===== src/rtl/harmonic_weighter.sv =====
// harmonic_weighter
//
// Mixes the fundamental (h1) and the 2nd/3rd harmonic (h2/h3) sample streams
// into one signed 16-bit sample. The gain profile comes from the weight code.
// Gains are 5-bit unsigned coefficients in sixteenths.
//
// Build option:
//   HW_RAMP_EN  defined   -> after each accepted sample, each coefficient steps
//                            by at most 1 toward its target. This avoids clicks.
//               undefined -> coefficients load their targets on every accepted
//                            sample. That sample already uses the new profile.
//
// Ports:
//   clk         system clock
//   reset       synchronous, active-high reset
//   weight      gain profile code: 0/3 = (16,0,0), 1 = (8,4,4), 2 = (4,6,6)
//   in_valid    one-cycle pulse; h1/h2/h3 (and weight) are sampled this cycle
//   h1, h2, h3  signed input samples
//   sample_out  signed weighted sample; held between updates
//   out_valid   one-cycle pulse, two cycles after in_valid
module harmonic_weighter (
  input  logic        clk,
  input  logic        reset,
  input  logic [1:0]  weight,
  input  logic        in_valid,
  input  logic [15:0] h1,
  input  logic [15:0] h2,
  input  logic [15:0] h3,
  output logic [15:0] sample_out,
  output logic        out_valid
);

  localparam logic [4:0] CoefUnity = 5'd16;
  localparam logic [4:0] CoefZero  = 5'd0;

  // One step toward the target, or hold if already there.
  function automatic logic [4:0] step_toward(input logic [4:0] cur, input logic [4:0] tgt);
    if (cur < tgt) begin
      return cur + 5'd1;
    end else if (cur > tgt) begin
      return cur - 5'd1;
    end else begin
      return cur;
    end
  endfunction

  // The unsigned coefficient times the signed sample, computed at 23 bits.
  // The coefficient is zero-extended so it stays non-negative.
  function automatic logic signed [22:0] weigh(input logic [4:0] c, input logic [15:0] h);
    logic signed [22:0] c_ext;
    logic signed [22:0] h_ext;
    c_ext = $signed({18'd0, c});
    h_ext = $signed({{7{h[15]}}, h});
    return c_ext * h_ext;
  endfunction

  // Coefficient registers.
  logic [4:0] c1_q, c1_d;
  logic [4:0] c2_q, c2_d;
  logic [4:0] c3_q, c3_d;

  // Target profile decoded from weight.
  logic [4:0] t1, t2, t3;
  // Coefficients applied to the sample accepted this cycle.
  logic [4:0] m1, m2, m3;

  // Pipeline stage 1 (products) and stage 2 (output).
  logic signed [22:0] p1_q, p1_d;
  logic signed [22:0] p2_q, p2_d;
  logic signed [22:0] p3_q, p3_d;
  logic               v1_q, v1_d;
  logic [15:0]        sample_q, sample_d;
  logic               out_valid_q, out_valid_d;

  logic signed [22:0] acc;
  logic signed [22:0] acc_shr;

  always_comb begin
    t1 = CoefUnity;
    t2 = CoefZero;
    t3 = CoefZero;
    case (weight)
      2'd1: begin
        t1 = 5'd8;
        t2 = 5'd4;
        t3 = 5'd4;
      end
      2'd2: begin
        t1 = 5'd4;
        t2 = 5'd6;
        t3 = 5'd6;
      end
      default: begin
        t1 = CoefUnity;
        t2 = CoefZero;
        t3 = CoefZero;
      end
    endcase
  end

  always_comb begin
    c1_d = c1_q;
    c2_d = c2_q;
    c3_d = c3_q;
`ifdef HW_RAMP_EN
    // Mix with the current coefficients, then step them toward the target.
    m1 = c1_q;
    m2 = c2_q;
    m3 = c3_q;
    if (in_valid) begin
      c1_d = step_toward(c1_q, t1);
      c2_d = step_toward(c2_q, t2);
      c3_d = step_toward(c3_q, t3);
    end
`else
    // No ramp: the sample that carries a new weight already uses its profile.
    m1 = t1;
    m2 = t2;
    m3 = t3;
    if (in_valid) begin
      c1_d = t1;
      c2_d = t2;
      c3_d = t3;
    end
`endif
  end

  // Stage 1: register products only for accepted samples.
  always_comb begin
    p1_d = p1_q;
    p2_d = p2_q;
    p3_d = p3_q;
    v1_d = in_valid;
    if (in_valid) begin
      p1_d = weigh(m1, h1);
      p2_d = weigh(m2, h2);
      p3_d = weigh(m3, h3);
    end
  end

  // Stage 2: sum, scale by 1/16, saturate.
  // The three-term sum is at most 3 * 16 * 2^15 in magnitude, which fits in 23 bits.
  always_comb begin
    acc         = p1_q + p2_q + p3_q;
    acc_shr     = acc >>> 4;
    sample_d    = sample_q;
    out_valid_d = v1_q;
    if (v1_q) begin
      if (acc_shr > 23'sd32767) begin
        sample_d = 16'h7fff;
      end else if (acc_shr < -23'sd32768) begin
        sample_d = 16'h8000;
      end else begin
        sample_d = acc_shr[15:0];
      end
    end
  end

  always_ff @(posedge clk) begin
    if (reset) begin
      c1_q        <= CoefUnity;
      c2_q        <= CoefZero;
      c3_q        <= CoefZero;
      p1_q        <= '0;
      p2_q        <= '0;
      p3_q        <= '0;
      v1_q        <= 1'b0;
      sample_q    <= '0;
      out_valid_q <= 1'b0;
    end else begin
      c1_q        <= c1_d;
      c2_q        <= c2_d;
      c3_q        <= c3_d;
      p1_q        <= p1_d;
      p2_q        <= p2_d;
      p3_q        <= p3_d;
      v1_q        <= v1_d;
      sample_q    <= sample_d;
      out_valid_q <= out_valid_d;
    end
  end

  assign sample_out = sample_q;
  assign out_valid  = out_valid_q;

endmodule


===== config.mk =====
export PLATFORM = sky130hd
export DESIGN_NAME = harmonic_weighter
export DESIGN_NICKNAME = d
export VERILOG_FILES = /design/src/rtl/harmonic_weighter.sv
export SDC_FILE = /design/constraint.sdc
export NUM_CORES = 1
export LEC_CHECK = 0
export CORE_MARGIN = 4
export CORE_UTILIZATION = 40
export DETAILED_ROUTE_END_ITERATION = 8
export PLACE_DENSITY = 0.64
export REMOVE_ABC_BUFFERS = 1
export SLEW_MARGIN = 0
export SYNTH_ARGS = -nofsm -noshare
export SYNTH_HDL_FRONTEND = slang
export SYNTH_SLANG_ARGS = --single-unit
export TNS_END_PERCENT = 30

===== constraint.sdc =====
create_clock -name clk -period 6.25 [get_ports clk]
set_clock_uncertainty 0.05 [all_clocks]
set_input_delay 1.25 -clock clk [delete_from_list [all_inputs] [get_ports clk]]
set_output_delay 1.25 -clock clk [all_outputs]
set_load 0.1 [all_outputs]

After elaboration in Yosys (flattened, before gate mapping)
Cells that the tools add are included.

Add/subtract/negate cells: 2. Multiply operators: 3. $lt $le $gt $ge: 2. Equality and inequality tests: 2. Multiplexer cells: 4.

Operators with widths (number): adder 23 bit (2); multiplier 4 x 16 -> 20 bit (2); two-way mux 16 bit (2); multiplier 6 x 16 -> 22 bit (1); > comparator 19 x 16 -> 1 bit (second input constant) (1); less-than comparator 19 x 16 -> 1 bit (second input constant) (1); one-hot mux 5 bit (2 select lines) (1); one-hot mux 3 bit (2 select lines) (1); equality test 2 x 1 -> 1 bit (second input constant) (1); equality test 2 bit (second input constant) (1).

Bits in registers: 87. Input bits: 53. Output and inout bits: 17. Word-level logic and storage cells: 19.

Longest topological paths before layout
Depth after elaboration: 5. Mapped depth: 21. Mapped depth without buffers: 19.

Worst setup path after synthesis
Ideal clock, no wire load.

Path type: input port to flip-flop. Start: input port weight[0]. End: register p1_q[21]. Setup time: 0.086 ns. Data arrival time: 5.376 ns. Data required time: 6.114 ns. Slack: 0.738 ns. Cell stages on the path: 21. Buffers on the path: 2. Path through: inv_1 ha_1 clkbuf_1 clkbuf_1 and2_1 ha_1 inv_1 fa_1 inv_1 ha_1 ha_1 fa_1 a21o_1 a21oi_1 nor2b_1 o21ai_0 nand2_1 a221o_1 a211oi_1 xnor2_1 a211oi_1.

Longest elaborated chain between the ends: 3. Elaborated cells between the ends (all ways): 4. Those cells by class: mul (1); eq/ne (2); mux (1).

Ends and longest elaborated chain: start: declaration (line 24) `input logic [1:0] weight,`; equality test 2 bit or equality test 2 x 1 -> 1 bit (tied branches) (line 82) `case (weight)`; one-hot mux 5 bit (2 select lines) * (line 82); multiplier 6 x 16 -> 22 bit * (line 54) `return c_ext * h_ext;`; end signal: assignment (line 174) `p1_q <= p1_d;`; end: declaration (line 68) `logic signed [22:0] p1_q, p1_d;`.

Mark *: on every way between the ends. The rest lies on a longest branch, timed or not. A chain may end at the register's enable or synchronous reset.

Final worst setup path
Same ends and word-level chain as after synthesis.

==> impl_metrics.tcl <==
set metrics [dict create \
    hold_buffers 0 \
    synth_edf_count 0 \
    mostFrequentLayoutCell "ha_1" \
    finalMaxSlewViolations 0 \
    fmax_ghz 0.174 \
    crit_fanout 14 \
    combPwrFrac_pct 39.6 \
    initial_core_util_pct 40.6 \
    fin_crit_ns 5.73 \
    dp.cells 1297 \
    placed_area_sq_um 9480 \
    fin_util_pct 46.6 \
    required_ns 6.45 \
    r2r_setup_slack_ns 2.39 \
    reg2reg_from "p1_q[5]" \
    clkLatencyLatePin_ns 0.34 \
    drive_above_1_share_pct 5.59 \
    r2r-end "sample_out[2]" \
    cts_root_buffer "clkbuf_16" \
    portBuffers 69 \
    synth_flop_cell "dfxtp_1" \
    fin_tns_setup_ns 0 \
    synthesis.area_sq_um 8530 \
    crit_arrival_ns 5.93 \
    synth_cell_types 61 \
    route.detailed.wl_per_inst_microns 12.5 \
    synthDominantAreaCellType "ha_1" \
    post_cts_resized 0 \
    n_antenna_cell 0 \
    hold_depth 2 \
    pwr-share-seq_pct 30.3 \
    min_from "p2_q[18]" \
    power-per-cell-area_nw_per_um2 190 \
    die_x_microns 154 \
    syn_avg_cell_area_sq_um 8.72 \
    pin_count 70 \
    cts_sinks 76 \
    synthTopCellsByArea "ha_1 24%, dfxtp_1 18%, fa_1 9.4%" \
    cp_slowest_cell "fa_1" \
    coreArea_sq_um 21000 \
    setup.worst_path.start "weight[0]" \
    final_cells 1313 \
    areaGrowthSynthToFinish_pct 14.8 \
    cts_buffers 9 \
    yosys_register_bits 76 \
    synthArstFlopShare_pct 0 \
    antenna_found_initial 0 \
    r2r_cells 13 \
    vdd_drop_max_mv 0.129 \
    drt_iter0_drc 245 \
    grt_max_degree 52 \
    p_int_w 0.00119 \
    vias 6574 \
    crit_path_max_incr_delay_ns 0.52 \
    drtPass1Iterations 4 \
    p_sw_w 0.000672 \
    use_met1_pct 18.2 \
    whs_endpoint "p2_q[18]" \
    fin_nets 1292 \
    status "complete, no violations" \
    pwr-share-clk_pct 30.2 \
    dp_hpwl_mm 13.5 \
    overflow 0 \
    finalInstanceArea_sq_um 9800 \
    via_per_inst 5.01 \
    period_share_pct 91.7 \
    synth_top_area_share_pct 24.3 \
    grt_usage_pct 14.2 \
    num_rows 53 \
    first_global_vias 6357 \
    switching_share_pct 36.0 \
    antenna_left 0 \
    p_leak_nw 5.05 \
    post_cts_buffers 0 \
    rsz0062_at_grt "false" \
    path_clk_slew_ns 0.06 \
    total_power_w 0.00186 \
    place_congestion 0.812 \
    setup_viol 0 \
    final_cell_mix "166 x ha_1, 116 x inv_1, 76 x nor2_1, 76 x dfxtp_1, 67 x clkdlybuf4s50_1" \
    die-area_sq_um 23700 \
    met3_usage_pct 2.96 \
    gr-max-usage-layer "met2" \
    drt-total-wl_mm 16.5 \
    hold_viol_final 0 \
    tightest_slew_ns 0.995 \
    h-tree-depth 3 \
    hold_class "reg2reg" \
    seq_area_frac_synth_pct 17.8 \
    synthCells 978 \
    synth_warnings 0 \
    path_cells "clkdlybuf4s50_1, inv_1, ha_1, buf_4, and2_1, ha_1, inv_1, fa_1, inv_1, ha_1, fa_1, a21o_1, a21oi_1, nor2b_1, o21ai_0, nand2_1, a221o_1, a211oi_1, xnor2_1, a211oi_1" \
    critPathCaptureType "register" \
    crit_type "in2reg" \
    max_slew_margin_pct 33.5 \
    cts_tree "yes" \
    cap_violations 0 \
    drc_errors 0 \
    cts.path.max_buffers 2 \
    fp.dieH_microns 154 \
    startpoint_type "input pin" \
    met2_usage_pct 25.1 \
    grt_pass1_wl_mm 28.7 \
]
[layout make-up]
cell class                 instances  area [sq um]
fill                            2059         11200
multi-input combinational        753          6430
sequential                        76          1520
timing repair buffer              77           741
inverter                         116           435
tap                              275           344
clock buffer                      12           246
clock inverter                     4          72.6
[stage by stage]
step | setup slack, ns | hold slack (ns)
CTS | 0.520 | 0.415
global placement | 0.243 | 0.390
floorplan | 0.612 | 0.375
detailed placement | 0.179 | 0.401
global route | 0.217 | 0.448
finish | 0.518 | 0.415
[flip-flops by register name, summed over array words and instances (netlist names)]
register	count
out_valid	1
out_valid_d	1
p1_q	20
p2_q	19
p3_q	19
sample_out	16
[how the worst max path moves through the flow]
| stage | endpoint | slack, ns | depth (start not counted) |
|---|---|---|---|
| 2_1_floorplan | p1_q[21] | 0.61 | 19 |
| 3_3_place_gp | p1_q[21] | 0.24 | 20 |
| 3_5_place_dp | p1_q[21] | 0.18 | 20 |
| 4_1_cts | p1_q[21] | 0.52 | 20 |
| 5_1_grt | p1_q[21] | 0.22 | 20 |
| 6_report | p1_q[21] | 0.52 | 20 |
[routing by layer]
metal	part of all wire, %	wire, microns
met3	3.1	510
met1	48	7840
met5	0	0
met4	1.2	201
met2	48	7920
[synth_stat cells, types with 2 or more instances]
master / instances
ha_1: 166
inv_1: 116
dfxtp_1: 76
nor2_1: 76
and2_1: 63
a21oi_1: 44
nand2_1: 42
nor2b_1: 41
fa_1: 40
mux2i_1: 34
xnor2_1: 31
clkbuf_1: 26
a21o_1: 24
xor2_1: 19
nor3_1: 17
o21ai_0: 16
nand2b_1: 13
a211oi_1: 12
a21oi_2: 11
nor3_2: 10
nand3_1: 9
a31oi_1: 7
and3_1: 6
nor3b_1: 6
o22ai_1: 6
a211o_1: 5
buf_1: 5
and4_1: 4
o211ai_1: 4
o21bai_1: 4
o31ai_1: 4
or2_2: 4
or3_1: 4
a221oi_1: 2
and4b_1: 2
buf_6: 2
nor4b_1: 2
o21a_1: 2
[cell families (layout without fill, tap and decap cells)]
logic type | after synthesis | count (layout) | synth area share, %
AO/OA/AOI/OAI | 156 | 156 | 12.9
buffers and inverters | 149 | 209 | 6.73
adder cells (fa/ha/maj) | 206 | 206 | 33.7
multiplexers | 34 | 34 | 3.99
AND/OR/NAND/NOR | 307 | 307 | 19.6
XOR/XNOR | 50 | 50 | 5.13
flip-flops | 76 | 76 | 17.8
[worst max-delay path, delay by kind of cell]
kind                     cells  cell delay (ns)
AO/OA/AOI/OAI                6             1.49
buffers and inverters        5             0.81
adder cells (fa/ha/maj)      5             1.90
XOR/XNOR                     1             0.11
AND/OR/NAND/NOR              3             0.36
[power by group through the flow]
stage | Combinational, W | Sequential [W] | Clock, W
after floorplan | 0.000481 | 0.000645 | 0
after global placement | 0.000733 | 0.000576 | 0
after detailed placement | 0.000746 | 0.000576 | 0
after CTS | 0.000749 | 0.000566 | 0.000579
after global routing | 0.000841 | 0.000570 | 0.000595
final | 0.000738 | 0.000564 | 0.000563
Note: power is estimated with default switching activity, not from simulation.
